$ cat src/rtl/boot_loader.sv
// rtl/boot_loader.sv - serial boot loader: framed byte stream into instruction memory
// Frame: SYNC, N[15:8], N[7:0], 4*N big-endian data bytes, XOR checksum of the data bytes.
module boot_loader #(
  parameter logic [31:0] BASE_ADDR = 32'h0000_0000,
  parameter int          MAX_WORDS = 256,
  parameter logic [7:0]  SYNC_BYTE = 8'hA5
) (
  input  logic        clk,
  input  logic        rst,
  input  logic        rx_valid,
  input  logic [7:0]  rx_data,
  output logic        rx_ready,
  output logic        imem_wren,
  output logic [31:0] imem_addr,
  output logic [31:0] imem_wdata,
  output logic        cpu_hold,
  output logic        done,
  output logic        error
);

  typedef enum logic [2:0] {IDLE, LEN_HI, LEN_LO, DATA, CHECK, DONE, ERROR} state_t;

  state_t      r_state;
  state_t      w_next;
  logic [15:0] r_len;
  logic [15:0] r_word_cnt;
  logic [1:0]  r_byte_cnt;
  logic [23:0] r_shift;
  logic [7:0]  r_csum;
  logic        r_wren;
  logic [31:0] r_addr;
  logic [31:0] r_wdata;

  logic        w_accept;
  logic [15:0] w_len_full;
  logic        w_len_too_big;
  logic        w_last_byte;
  logic        w_last_word;

  assign rx_ready      = (r_state != DONE) && (r_state != ERROR);
  assign cpu_hold      = (r_state != DONE);
  assign done          = (r_state == DONE);
  assign error         = (r_state == ERROR);
  assign imem_wren     = r_wren;
  assign imem_addr     = r_addr;
  assign imem_wdata    = r_wdata;

  assign w_accept      = rx_valid && rx_ready;
  assign w_len_full    = {r_len[15:8], rx_data};
  assign w_len_too_big = ({16'd0, w_len_full} > 32'(MAX_WORDS));
  assign w_last_byte   = (r_byte_cnt == 2'd3);
  assign w_last_word   = (r_word_cnt == r_len - 16'd1);

  always_ff @(posedge clk or negedge rst) begin
    if (!rst) r_state <= IDLE;
    else      r_state <= w_next;
  end

  always_comb begin
    w_next = r_state;
    case (r_state)
      IDLE:    if (w_accept && (rx_data == SYNC_BYTE)) w_next = LEN_HI;
      LEN_HI:  if (w_accept) w_next = LEN_LO;
      LEN_LO: begin
        if (w_accept) begin
          if (w_len_full == 16'd0) w_next = CHECK;
          else if (w_len_too_big)  w_next = ERROR;
          else                     w_next = DATA;
        end
      end
      DATA:    if (w_accept && w_last_byte && w_last_word) w_next = CHECK;
      CHECK:   if (w_accept) w_next = (rx_data == r_csum) ? DONE : ERROR;
      DONE:    w_next = DONE;
      ERROR:   w_next = ERROR;
      default: w_next = IDLE;
    endcase
  end

  // Write strobe is a registered one-cycle pulse; address/data hold between pulses.
  always_ff @(posedge clk or negedge rst) begin
    if (!rst) begin
      r_len      <= 16'd0;
      r_word_cnt <= 16'd0;
      r_byte_cnt <= 2'd0;
      r_shift    <= 24'd0;
      r_csum     <= 8'd0;
      r_wren     <= 1'b0;
      r_addr     <= BASE_ADDR;
      r_wdata    <= 32'd0;
    end else begin
      r_wren <= 1'b0;
      if (w_accept) begin
        case (r_state)
          LEN_HI: r_len[15:8] <= rx_data;
          LEN_LO: r_len[7:0]  <= rx_data;
          DATA: begin
            r_shift    <= {r_shift[15:0], rx_data};
            r_csum     <= r_csum ^ rx_data;
            r_byte_cnt <= r_byte_cnt + 2'd1;
            if (w_last_byte) begin
              r_wren     <= 1'b1;
              r_wdata    <= {r_shift, rx_data};
              r_addr     <= BASE_ADDR + {14'd0, r_word_cnt, 2'b00};
              r_word_cnt <= r_word_cnt + 16'd1;
            end
          end
          default: ;
        endcase
      end
    end
  end

endmodule

$ cat config.mk
export PLATFORM = sky130hd
export DESIGN_NAME = boot_loader
export DESIGN_NICKNAME = d
export VERILOG_FILES = /design/src/rtl/boot_loader.sv
export SDC_FILE = /design/constraint.sdc
export NUM_CORES = 1
export LEC_CHECK = 0
export BUFFER_PORTS_ARGS = -buffer_cell sky130_fd_sc_hd__buf_2
export CAP_MARGIN = 20
export CORE_ASPECT_RATIO = 1.75
export CORE_MARGIN = 2
export CORE_UTILIZATION = 45
export CTS_BUF_LIST = sky130_fd_sc_hd__clkbuf_8
export CTS_CLUSTER_SIZE = 24
export DETAILED_ROUTE_END_ITERATION = 10
export HOLD_SLACK_MARGIN = 0.12
export PLACE_DENSITY = 0.62
export SYNTH_ARGS = -nofsm -noshare
export SYNTH_HDL_FRONTEND = slang
export SYNTH_SLANG_ARGS = --single-unit
$ cat constraint.sdc
create_clock -name clk -period 2.9 [get_ports clk]
set_clock_uncertainty 0.15 [all_clocks]
set_input_delay 0.145 -clock clk [delete_from_list [all_inputs] [get_ports clk]]
set_output_delay 0.145 -clock clk [all_outputs]
set_load 0.02 [all_outputs]
# --- Word level (Yosys, flattened, before mapping) ---
# Index checks and enable logic that the tools add are counted.
classes:
  n_addsub: 3
  magnitude_cmp: 1
  n_bitwise: 1
  mux: 12
  reduce_logical: 12
  n_div: 0
  mul: 0
  shifts: 0
  eq_ne: 17
ops:
  columns: ["operator", "count"]
  rows:
  - ["2-to-1 mux 3 bit", 7]
  - ["case mux 3 bit (7 select lines)", 1]
  - ["adder 16 x 1 -> 16 bit (second input constant)", 1]
  - ["equality test 16 bit", 1]
  - ["> comparator 16 x 9 -> 1 bit (second input constant)", 1]
  - ["zero test 16 bit", 1]
  - ["subtractor 16 x 1 -> 16 bit (second input constant)", 1]
  - ["inequality test 2 bit (second input constant)", 5]
  - ["equality test 3 bit (second input constant)", 3]
  - ["equality test 8 bit", 1]
  - ["equality test 8 bit (second input constant)", 1]
  - ["bitwise XOR 8 bit", 1]
  - ["equality test 3 x 2 -> 1 bit (second input constant)", 2]
  - ["inequality test 3 bit (second input constant)", 2]
  - ["AND reduction 2 bit", 3]
  - ["logical AND 1 bit", 5]
  - ["AND reduction 5 bit", 1]
  - ["equality test 3 x 1 -> 1 bit (second input constant)", 1]
  - ["zero test 3 bit", 1]
  - ["2-to-1 mux 1 bit", 3]
  - ["AND reduction 3 bit", 1]
  - ["adder 2 x 1 -> 2 bit (second input constant)", 1]
  - ["equality test 2 bit (second input constant)", 1]
  - ["2-to-1 mux 2 bit", 1]
word_totals:
  word_cells: 56
  latchBits: 0
  romBits: 0
  mem_count: 0
  output_inout_bits: 69
  register_bits: 118
  inputBits: 11
  ram_bits: 0

# --- Logic depth before layout (Yosys ltp) ---
depth:
  depth_word: 7
  ltp_mapped: 9

# --- Worst setup path before layout ---
# No wires, ideal clock.
synth_path:
  kind: "reg2reg"
  from: "register r_len[0]"
  to: "register r_state[0]"
  required_time_ns: 2.608
  n_path_buf: 0
  path_slack_ns: 0.351
  period_less_slack_ns: 2.549
  stages_incl_launch_ff: 9
  t_arrival_ns: 2.257
  cell_sequence: "dfrtp_1 > inv_1 > ha_1 > or4b_4 > or4b_4 > a211oi_2 > a211oi_1 > nor3_1 > a21oi_1"
synth_between:
  elab_chain_cells: 5
synth_rtl:
  columns: ["item", "line", "text"]
  rows:
  - ["start, declared", "25", "logic [15:0] r_len;"]
  - ["start signal, assigned", "95", "LEN_LO: r_len[7:0] <= rx_data;"]
  - ["subtractor 16 x 1 -> 16 bit", "52", "assign w_last_word = (r_word_cnt == r_len - 16'd1);"]
  - ["equality test 16 bit", "52", null]
  - ["logical AND 1 bit", "71", "DATA: if (w_accept && w_last_byte && w_last_word) w_next = CHECK;"]
  - ["inequality test 2 bit (no source line)", null, null]
  - ["AND reduction 5 bit (no source line)", null, null]
  - ["end signal, assigned", "56", "else r_state <= w_next;"]
  - ["end, declared", "23", "state_t r_state;"]
# Every way passes these cells.
# A chain may end at the register's enable or synchronous reset.

# --- Final worst setup path ---
layout_path:
  from: "register r_len[0]"
  to: "register r_state[2]"
# The elaborated chain is that of the path after synthesis.

==> results by group <==
GRT
  • Gr usage total: 21.6%
  • First-pass GRT wire length: 21.4 mm
  • Number of global-route vias before repair: 4,210
  • Largest net degree at the start of global routing: 63
  • Grt ovf: 0
  • Initial antenna violation count: 0

Clock tree
  • Reg clk slew, reported paths: 0.08 ns
  • Max Buffers Root-to-Sink: 2
  • Setup bufs post-CTS: 0
  • CTS Buf Count: 17
  • Worst-Skew Late Latency: 0.42 ns
  • Cts repair resizes: 0
  • Clock tree root driver cell: clkbuf_8
  • H-tree Lvls: 4
  • CTS tree: yes
  • Sink Count: 118

Yosys
  • Top_reg_cell synth: dfrtp_1
  • Netlist Area Pre-Place: 0.00553 sq mm
  • Cell with the most instances after synthesis: nand2_1
  • Post-synth EDFFs: 0
  • Synth top area cells: dfrtp_1 53%, nand2_1 12%, mux2_2 6.9%
  • Share of the synthesized area in the top cell type: 53.4%
  • Syn. warnings: 0
  • Number of synthesized register bits: 118
  • Cells after Synth: 549
  • Average size of a mapped cell: 10.1 sq um
  • Area leader, netlist: dfrtp_1
  • Synth top cells by count: 172 x nand2_1, 118 x dfrtp_1, 36 x xnor2_1
  • Sequential area share after synthesis: 53.4%
  • Post-synth ARST share: 100%
  • Post-synth cell types: 54

Finish
  • Layout Area Growth over Synthesis: 17.6%
  • Post-route cell area: 0.00651 sq mm
  • Final non-filler cell total: 807
  • Nets: 643
  • Inserted Diodes: 0
  • Layout cell share with drive strength beyond 1: 24.5%
  • Util after Layout: 54.2%
  • Fill cells: 1,093

Critical path
  • Most used cell, CP: buf_4
  • Crit path max-delay cell type: nor4_1
  • Critical Path End Type: register
  • Critical Path Fanout Max: 6
  • Critical path type: reg2reg
  • CP required: 3.12 ns
  • Arr. time, crit path: 2.85 ns
  • Setup crit start kind: register
  • R2R cell count: 10
  • Worst-path cell chain: inv_1, ha_1, buf_4, xor2_1, or3_1, a21oi_1, o2111ai_1, nor4_1, buf_4, a22o_1
  • Max incr delay on CP: 0.48 ns

Placed design
  • Placed Cells: 763
  • GPL Wtd Cong: 0.855
  • I/O Buffers: 63
  • HPWL after DPL: 9.35 mm
  • Placed Area: 0.00600 sq mm
  • Post-place setup slack: 0.296 ns

Floorplanning
  • Row cnt: 53
  • IO Pins: 80
  • Core area: 0.0120 sq mm
  • Initial Util: 46.1%
  • Die ar.: 0.0132 sq mm
  • Die Span Y: 151 um
  • Die width: 87.8 um

Timing
  • Post-route setup slack: 0.263 ns
  • Achievable Freq: 379 MHz
  • Fin crit period: 2.64 ns
  • Setup Viol. Count Final: 0
  • Hold Slack: 0.326 ns
  • Measured slew at the worst slew-check pin: 0.771 ns
  • Fin. max-slew vios: 0
  • RSZ-0062 raised after global routing: false
  • Final Hold Fails: 0
  • TNS Setup: 0 ns
  • Final period utilization: 90.9%
  • Max_slew headroom: 48.3%

Drt
  • Drt wl/cell: 16.2 um
  • 1st-pass router iterations: 4
  • Via count of the routed design: 4,138
  • Drt first-iter violations: 172
  • Post-route ant nets: 0
  • Via density: 5.13
  • Post-Route WL: 13.1 mm
  • DRC viols: 0

Pwr
  • Switching power total: 1.01 mW
  • Maximum VDD drop: 0.000309 V
  • PwrDens: 548 mW/mm^2
  • Leak: 3.35 nW
  • Clock share of power: 39.7%
  • Switching Share: 28.4%
  • Sequential cell fraction of total power: 49.7%
  • Total power: 3.57 mW
  • Comb power frac: 10.5%
  • Int Pwr: 2.55 mW

Hold path
  • Hold path depth: 2
  • HP Class: reg2reg

Run
  • Max cap viols: 0

Status
  • Status: finished clean
[cell type report]
type	instances	area, sq um	share of cell area (%)
multi-input cells	395	2380	36.6
well taps	165	206	3.17
clock buffers	17	234	3.60
repair buffers	87	551	8.46
clock inverters	15	146	2.25
inverters	10	37.5	0.577
flip-flops and latches	118	2950	45.4
[cells by family (layout without fill, tap and decap cells)]
family	count (synthesis)	after routing	share of synthesized area [%]
mux	36	36	7.29
buf+inv	51	129	4.66
fa+ha+maj	3	3	0.679
other cells	1	16	0.0678
compound gates	37	37	4.68
xor+xnor	50	50	7.92
simple gates	253	253	21.3
flops	118	118	53.4
[power groups by stage]
stage / sequential [mW] / combinational (mW) / clock, mW
final: 1.77 / 0.376 / 1.42
after global routing: 1.78 / 0.422 / 1.52
after CTS: 1.77 / 0.378 / 1.45
after detailed placement: 1.80 / 0.360 / 0
after global placement: 1.80 / 0.351 / 0
after floorplan: 1.77 / 0.280 / 0
[critical path, delay by kind of cell (launching register included)]
kind	cells	cell delay, ns
compound gates	3	0.42
xor+xnor	1	0.16
fa+ha+maj	1	0.21
buf+inv	3	0.44
flops	1	0.41
simple gates	2	0.79
[worst paths after layout]
kind / from / end / slack (ns)
setup / recovery: r_len[0]$_DFFE_PN0P_ / r_state[2]$_DFFE_PN0P_ / 0.26
hold / removal: imem_addr[7]$_DFFE_PN0P_ / imem_addr[7]$_DFFE_PN0P_ / 0.33
setup reg to reg: r_len[0]$_DFFE_PN0P_ / r_state[2]$_DFFE_PN0P_ / 0.26
hold reg to reg: imem_addr[7]$_DFFE_PN0P_ / imem_addr[7]$_DFFE_PN0P_ / 0.33
max in group asynchronous: rst / imem_wdata[6]$_DFFE_PN0P_ / 1.60
min in group asynchronous: rst / imem_addr[15]$_DFFE_PN0P_ / 0.66
[flip-flops by register name, summed over array words and instances, names as in the netlist]
| signal | count |
|---|---|
| imem_wdata | 32 |
| r_shift | 24 |
| imem_addr | 16 |
| r_len | 16 |
| r_word_cnt | 16 |
| r_csum | 8 |
| r_state | 3 |
| r_byte_cnt | 2 |
| imem_wren | 1 |
[cells in the final DEF, fill, tap and decap left out, drive strengths merged, types with 2 or more instances in the layout]
cell	count
a211oi	4
o21ai	11
or4	4
nor4	9
nand3b	2
a21oi	6
xnor2	36
mux2i	2
buf	76
mux2	34
nand4	7
clkinv	9
and3	4
conb	16
o2111ai	3
nor4b	3
nor2b	2
nand3	9
nor3	7
dlygate4sd3	11
ha	3
and4	5
or2	4
dfrtp	118
nor2	17
clkbuf	17
nor3b	2
nand2	172
xor2	14
inv	14
or4b	3
[what timing repair did]
action                                  CTS  global route
hold endpoints to repair                159             0
hold buffers                             12             0
endpoints found under the setup margin    0             2
[per-layer routing]
layer | vias up | track usage (%) | routed length (um)
met5 | - | 0 | 0
li1 | 1965 | - | -
met2 | 102 | 36.3 | 6880
met3 | 33 | 4.22 | 387
met4 | 0 | 14.8 | 749
met1 | 2038 | 24.2 | 5090
(Power assumes the default switching activity.)
